**src/rtl/ex_muldiv.sv**
```systemverilog
// ex_muldiv: multi-cycle RV32M/RV64M execution unit for the EX stage.
// Handles MUL/MULH/MULHSU/MULHU through a short product pipeline and
// DIV/DIVU/REM/REMU through an iterative restoring radix-2 divider.
// One operation in flight; requests arriving while busy are ignored.
//
// Ports:
//   clk, rst          clock, asynchronous active-high reset
//   flush             abort any in-flight operation (no response produced)
//   req_valid         request present (only sampled when idle)
//   req_opcode        funct3 of the M-extension instruction
//   req_op1, req_op2  forwarded rs1 / rs2 values
//   busy              unit is not idle
//   resp_valid        one-cycle result pulse
//   resp_data         result, held until the next resp_valid
module ex_muldiv #(
  parameter int XLEN    = 32,
  parameter int MUL_LAT = 2
) (
  input  logic            clk,
  input  logic            rst,
  input  logic            flush,
  input  logic            req_valid,
  input  logic [2:0]      req_opcode,
  input  logic [XLEN-1:0] req_op1,
  input  logic [XLEN-1:0] req_op2,
  output logic            busy,
  output logic            resp_valid,
  output logic [XLEN-1:0] resp_data
);

  typedef enum logic [1:0] {
    ST_IDLE = 2'd0,
    ST_MUL  = 2'd1,
    ST_DIV  = 2'd2,
    ST_DONE = 2'd3
  } state_t;

  // Pipeline depth is MUL_LAT-1; keep at least one array entry so MUL_LAT=1 elaborates.
  localparam int PIPE_N = (MUL_LAT > 1) ? MUL_LAT - 1 : 1;
  localparam int MUL_LAST_I = (MUL_LAT > 1) ? MUL_LAT - 2 : 0;
  localparam int DIV_LAST_I = XLEN - 1;
  localparam logic [5:0] MUL_LAST = MUL_LAST_I[5:0];
  localparam logic [5:0] DIV_LAST = DIV_LAST_I[5:0];

  state_t          state_r, state_nx_s;
  logic [5:0]      cnt_r;
  logic            op_rem_r, neg_q_r, neg_r_r;
  logic [XLEN-1:0] div_quo_r, div_rem_r, div_dvs_r;
  logic [XLEN-1:0] mul_pipe_r [PIPE_N];
  logic            busy_r, resp_valid_r;
  logic [XLEN-1:0] resp_data_r;

  // Request decode
  logic            is_div_s, div_signed_s, op1_neg_s, op2_neg_s;
  logic            div_zero_s, div_ovf_s, special_s;
  logic [XLEN-1:0] op1_mag_s, op2_mag_s, special_res_s;
  logic            mul_sx1_s, mul_sx2_s;
  logic [2*XLEN-1:0] mul_a_s, mul_b_s, mul_prod_s;
  logic [XLEN-1:0] mul_sel_s;

  // Divider step
  logic [XLEN:0]   rem_sh_s, diff_s;
  logic            q_bit_s;
  logic [XLEN-1:0] rem_nx_s, quo_nx_s, div_res_s;

  assign is_div_s     = req_opcode[2];
  assign div_signed_s = ~req_opcode[0];   // DIV=4, REM=6 are the signed forms
  assign op1_neg_s    = div_signed_s & req_op1[XLEN-1];
  assign op2_neg_s    = div_signed_s & req_op2[XLEN-1];
  assign op1_mag_s    = op1_neg_s ? (~req_op1 + {{(XLEN-1){1'b0}}, 1'b1}) : req_op1;
  assign op2_mag_s    = op2_neg_s ? (~req_op2 + {{(XLEN-1){1'b0}}, 1'b1}) : req_op2;
  assign div_zero_s   = (req_op2 == {XLEN{1'b0}});
  assign div_ovf_s    = div_signed_s & (req_op1 == {1'b1, {(XLEN-1){1'b0}}})
                        & (req_op2 == {XLEN{1'b1}});
  assign special_s    = div_zero_s | div_ovf_s;

  // Divide-by-zero dominates; otherwise the only other special is signed overflow.
  assign special_res_s = div_zero_s ? (req_opcode[1] ? req_op1 : {XLEN{1'b1}})
                                    : (req_opcode[1] ? {XLEN{1'b0}} : req_op1);

  // MULH (1) and MULHSU (2) sign-extend op1; only MULH sign-extends op2.
  assign mul_sx1_s  = (req_opcode[1:0] == 2'd1) | (req_opcode[1:0] == 2'd2);
  assign mul_sx2_s  = (req_opcode[1:0] == 2'd1);
  assign mul_a_s    = {{XLEN{mul_sx1_s & req_op1[XLEN-1]}}, req_op1};
  assign mul_b_s    = {{XLEN{mul_sx2_s & req_op2[XLEN-1]}}, req_op2};
  assign mul_prod_s = mul_a_s * mul_b_s;
  assign mul_sel_s  = (req_opcode[1:0] == 2'd0) ? mul_prod_s[XLEN-1:0]
                                                : mul_prod_s[2*XLEN-1:XLEN];

  // Restoring step: shift in next dividend bit, keep the subtraction if it did not borrow.
  assign rem_sh_s  = {div_rem_r, div_quo_r[XLEN-1]};
  assign diff_s    = rem_sh_s - {1'b0, div_dvs_r};
  assign q_bit_s   = ~diff_s[XLEN];
  assign rem_nx_s  = q_bit_s ? diff_s[XLEN-1:0] : rem_sh_s[XLEN-1:0];
  assign quo_nx_s  = {div_quo_r[XLEN-2:0], q_bit_s};
  assign div_res_s = op_rem_r ? (neg_r_r ? (~rem_nx_s + {{(XLEN-1){1'b0}}, 1'b1}) : rem_nx_s)
                              : (neg_q_r ? (~quo_nx_s + {{(XLEN-1){1'b0}}, 1'b1}) : quo_nx_s);

  // State register
  always_ff @(posedge clk or posedge rst) begin
    if (rst) begin
      state_r <= ST_IDLE;
    end else begin
      state_r <= state_nx_s;
    end
  end

  // Next-state logic; flush wins over everything including accept
  always_comb begin
    state_nx_s = state_r;
    if (flush) begin
      state_nx_s = ST_IDLE;
    end else begin
      case (state_r)
        ST_IDLE: begin
          if (!req_valid) begin
            state_nx_s = ST_IDLE;
          end else if (is_div_s) begin
            state_nx_s = special_s ? ST_DONE : ST_DIV;
          end else begin
            state_nx_s = (MUL_LAT == 1) ? ST_DONE : ST_MUL;
          end
        end
        ST_MUL: begin
          if (cnt_r == MUL_LAST) state_nx_s = ST_DONE;
          else                   state_nx_s = ST_MUL;
        end
        ST_DIV: begin
          if (cnt_r == DIV_LAST) state_nx_s = ST_DONE;
          else                   state_nx_s = ST_DIV;
        end
        ST_DONE: state_nx_s = ST_IDLE;
        default: state_nx_s = ST_IDLE;
      endcase
    end
  end

  // Datapath: operand capture, multiply pipeline, divider iteration, result register
  always_ff @(posedge clk or posedge rst) begin
    if (rst) begin
      cnt_r        <= 6'd0;
      op_rem_r     <= 1'b0;
      neg_q_r      <= 1'b0;
      neg_r_r      <= 1'b0;
      div_quo_r    <= {XLEN{1'b0}};
      div_rem_r    <= {XLEN{1'b0}};
      div_dvs_r    <= {XLEN{1'b0}};
      busy_r       <= 1'b0;
      resp_valid_r <= 1'b0;
      resp_data_r  <= {XLEN{1'b0}};
      for (int i = 0; i < PIPE_N; i++) mul_pipe_r[i] <= {XLEN{1'b0}};
    end else begin
      busy_r       <= (state_nx_s != ST_IDLE);
      resp_valid_r <= (state_nx_s == ST_DONE);
      case (state_r)
        ST_IDLE: begin
          if (req_valid && !flush) begin
            cnt_r         <= 6'd0;
            op_rem_r      <= req_opcode[1];
            neg_q_r       <= op1_neg_s ^ op2_neg_s;
            neg_r_r       <= op1_neg_s;
            div_quo_r     <= op1_mag_s;
            div_rem_r     <= {XLEN{1'b0}};
            div_dvs_r     <= op2_mag_s;
            mul_pipe_r[0] <= mul_sel_s;
            if (state_nx_s == ST_DONE) begin
              resp_data_r <= is_div_s ? special_res_s : mul_sel_s;
            end
          end
        end
        ST_MUL: begin
          cnt_r <= cnt_r + 6'd1;
          for (int i = 1; i < PIPE_N; i++) mul_pipe_r[i] <= mul_pipe_r[i-1];
          if (state_nx_s == ST_DONE) resp_data_r <= mul_pipe_r[PIPE_N-1];
        end
        ST_DIV: begin
          cnt_r     <= cnt_r + 6'd1;
          div_quo_r <= quo_nx_s;
          div_rem_r <= rem_nx_s;
          if (state_nx_s == ST_DONE) resp_data_r <= div_res_s;
        end
        ST_DONE: begin
          cnt_r <= 6'd0;
        end
        default: begin
          cnt_r <= 6'd0;
        end
      endcase
    end
  end

  assign busy       = busy_r;
  assign resp_valid = resp_valid_r;
  assign resp_data  = resp_data_r;

endmodule

```
**config.mk**
```make
export PLATFORM = sky130hd
export DESIGN_NAME = ex_muldiv
export DESIGN_NICKNAME = d
export VERILOG_FILES = /design/src/rtl/ex_muldiv.sv
export SDC_FILE = /design/constraint.sdc
export NUM_CORES = 2
export LEC_CHECK = 0
export ABC_AREA = 1
export CAP_MARGIN = 15
export CORE_ASPECT_RATIO = 2
export CORE_UTILIZATION = 30
export DETAILED_ROUTE_END_ITERATION = 12
export DONT_BUFFER_PORTS = 1
export PLACE_DENSITY = 0.42
export SLEW_MARGIN = 20
export SYNTH_ARGS = -nofsm -noshare
export SYNTH_HDL_FRONTEND = slang
export SYNTH_SLANG_ARGS = --single-unit
```
**constraint.sdc**
```tcl
create_clock -name clk -period 5.6 [get_ports clk]
set_input_delay 0.56 -clock clk [delete_from_list [all_inputs] [get_ports clk]]
set_output_delay 0.56 -clock clk [all_outputs]
set_load 0.05 [all_outputs]
```
==> impl_results.md <==
- Synth cell count leaders: nand2_1 (2012), inv_1 (1861), fa_1 (1126)
- RSZ-0062 raised after global routing: yes
- Count leader, synth: nand2_1
- Grt ovf: 0
- Total track usage: 0.2807
- Period utilization: 1.396
- Post-Route WL: 254.9 mm
- Final Hold Violating Endpoints: 0
- Register clock-pin slew on the reported worst setup and hold paths: 0.08 ns
- Synthesis-stage register bit count: 173
- Placed wire-length estimate: 196.6 mm
- Mapped Cells: 7382
- Synth Net Count: 8836
- Synth area leaders: fa_1 (41%), nand2_1 (14%), inv_1 (13%)
- Max-cap check violation count: 0
- Initial antenna violation count: 17
- CTS root buf: clkbuf_16
- CTS Buf Count: 17
- Yosys warnings: 0
- FP Rows: 221
- Netlist cell types: 58
- CP endpoint kind: register
- Htree depth: 4
- Max incr delay on CP: between 0.6 and 0.7 ns
- Largest net degree at the start of global routing: 100
- Drt wl/cell: 25.57 um
- Reg2reg path depth: 35
- Required time of the critical path: roughly 6.0 ns
- First drt pass iteration count: 6
- Worst slew pin tran: 0.9817 ns
- Yosys top cell area share: 0.4130
- Slew Limit Fails: 0
- Vias in the first global route: approximately 55000
- Initial drt markers: 3009
- RD Place Congestion: 1.003
- CP dominant cell by count: fa_1
- Crit path kind: input port to register
- Number of buffers on the longest clock path: 2
- Critical Path Fanout Max: 40
- TritonCTS clock tree: built
- Crit path max-delay cell type: fa_2
- Worst-Skew Late Latency: 0.50 ns
- Reg2reg start: div_quo_r[31]$_DFFE_PP0P_
- DIE AREA: 183800 um2
- Setup ws final: -2.218 ns
- R2R Setup Slk: 0.29 ns
- Vias/cell: 4.939
- Hold WC Path Type: input port to async pin
- Final Critical Period: 7.818 ns
- Final Core Density: 0.3542
- Mapped Area: 54580 um2
- Area leader, netlist: fa_1
- Syn avg cell area: 7.394 um2
- Core area: between 150000 and 200000 um2
- Sequential area share after synthesis: 0.07931
- Clk_skew: between 0.015 and 0.02 ns
- CP arrival: 8.26 ns
- Violated checks: negative setup slack
- EDFF count, synth: 0
- First-pass GRT wire length: approximately 370 mm
- Port Buffer Count: 0
- Share of layout cells above drive strength 1: 0.1551
- Maximum clock rate: 0.1279 GHz
- Ys async rst share: 1.000
- Final setup fails: 64
- Num Clock Sinks: 173
- Relative slew margins: 0.3456
- Post-route DRC: 0
- Synth Flop Type: dfrtp_1
- Area Overhead vs Synth: 17.37%
- Crit start category: input port
- WHS: ~0.052 ns
- R2R Path End: resp_data[26]$_DFFE_PP0P_
- Initial core utilization: 0.3018
- Place WS: -3.349 ns
- Final antenna-violating net count: 0
- Vias: 49241
- Final nets: a little over 9000
- Status: finished, violations left
- Chip Width: between 300 and 400 um
- Chip height: around 610 um
- Num ports: between 100 and 150
==> metrics by stage <==
| stage | cells | instance area (um2) | TNS [ns] |
|---|---|---|---|
| after floorplan | 7382 | 56140 | -116.28 |
| after global placement | 9878 | 61050 | -163.88 |
| after detailed placement | 9878 | 61050 | -167.00 |
| after CTS | 9943 | 63210 | -114.40 |
| after global routing | 9967 | 64050 | -133.25 |
| final | 9970 | 64060 | -119.75 |
==> logic make-up after synthesis <==
| family | share of synthesized area |
|---|---|
| adder cells (fa/ha/maj) | 0.4719 |
| AND/OR/NAND/NOR | 0.2078 |
| AO/OA/AOI/OAI | 0.07136 |
| buffers and inverters | 0.1561 |
| flip-flops | 0.07931 |
| XOR/XNOR | 0.01348 |
==> metal layers <==
layer | share of wire | wire (um) | vias to the layer above | track usage
met2 | 0.55 | 139000 | 1398 | 0.5493
met4 | 0.090 | 22990 | 2 | 0.2064
met3 | 0.045 | 11500 | 653 | 0.03886
met5 | 0.000051 | 13 | - | 0
met1 | 0.32 | 81440 | 25160 | 0.2623
li1 | - | - | 22028 | -
==> placed cells by master, fill, tap and decap left out, types with 13 or more instances in the layout <==
cell type and count:
o221ai_1 16, fa_1 1088, nand2_2 83, inv_1 1763, o211ai_1 24, buf_12 27, nand3_1 206, a21oi_4 13
o21ai_2 28, nand4_1 43, nor2_2 37, nor3_1 36, a21oi_2 39, buf_6 55, fa_2 38, buf_4 497
nor2_4 31, ha_4 39, inv_2 100, nand3_2 30, nand3b_1 13, a31oi_1 22, o21ai_0 199, nand2_4 36
o21ai_1 41, xnor2_1 29, a21o_1 16, ha_1 218, xor2_1 53, nor2_1 290, a21oi_1 215, o22ai_1 33
dfrtp_1 173, clkbuf_16 18, nand2_1 1919
==> final cells by class <==
class                   count  area (um2)
multi-input cells        4962       44130
well taps                2341        2929
diodes                      3       7.507
clock inverters            14       157.7
clock buffers              18       429.2
repair buffers            583        4974
flip-flops and latches    173        4329
inverters                1876        7106
fillers                 19511      116800
==> critical path, delay by kind of cell <==
kind	cells	cell delay, ns
AO/OA/AOI/OAI	6	0.76
adder cells (fa/ha/maj)	10	4.88
AND/OR/NAND/NOR	10	0.75
buffers and inverters	13	1.22
==> registers in the layout (all words and copies together) (netlist names), 2 cells and up <==
signal / cells
mul_pipe_r: 32
state_r: 2
div_quo_r: 32
cnt_r: 6
div_rem_r: 32
div_dvs_r: 32
resp_data: 32
==> how the worst max path moves through the flow <==
stage	cells after the start	start	to
global route	40	req_opcode[1]	resp_data[28]$_DFFE_PP0P_
CTS	41	req_opcode[1]	resp_data[28]$_DFFE_PP0P_
floorplan	41	req_opcode[1]	resp_data[28]$_DFFE_PP0P_
finish	39	req_opcode[1]	resp_data[31]$_DFFE_PP0P_
global placement	34	req_opcode[0]	resp_data[19]$_DFFE_PP0P_
detailed placement	31	req_opcode[0]	resp_data[19]$_DFFE_PP0P_
==> timing repair <==
| action | CTS | global route |
|---|---|---|
| buffers inserted | 37 | 34 |
| hold buffers | 0 | 0 |
| endpoints found under the setup margin | 64 | 64 |
| pin swaps | 162 | 176 |
| resized for setup | 365 | 195 |
| cloned | 2 | 0 |
Power is not shown: default switching activity piles up to over one toggle a cycle in this logic, so the estimate is an artifact.
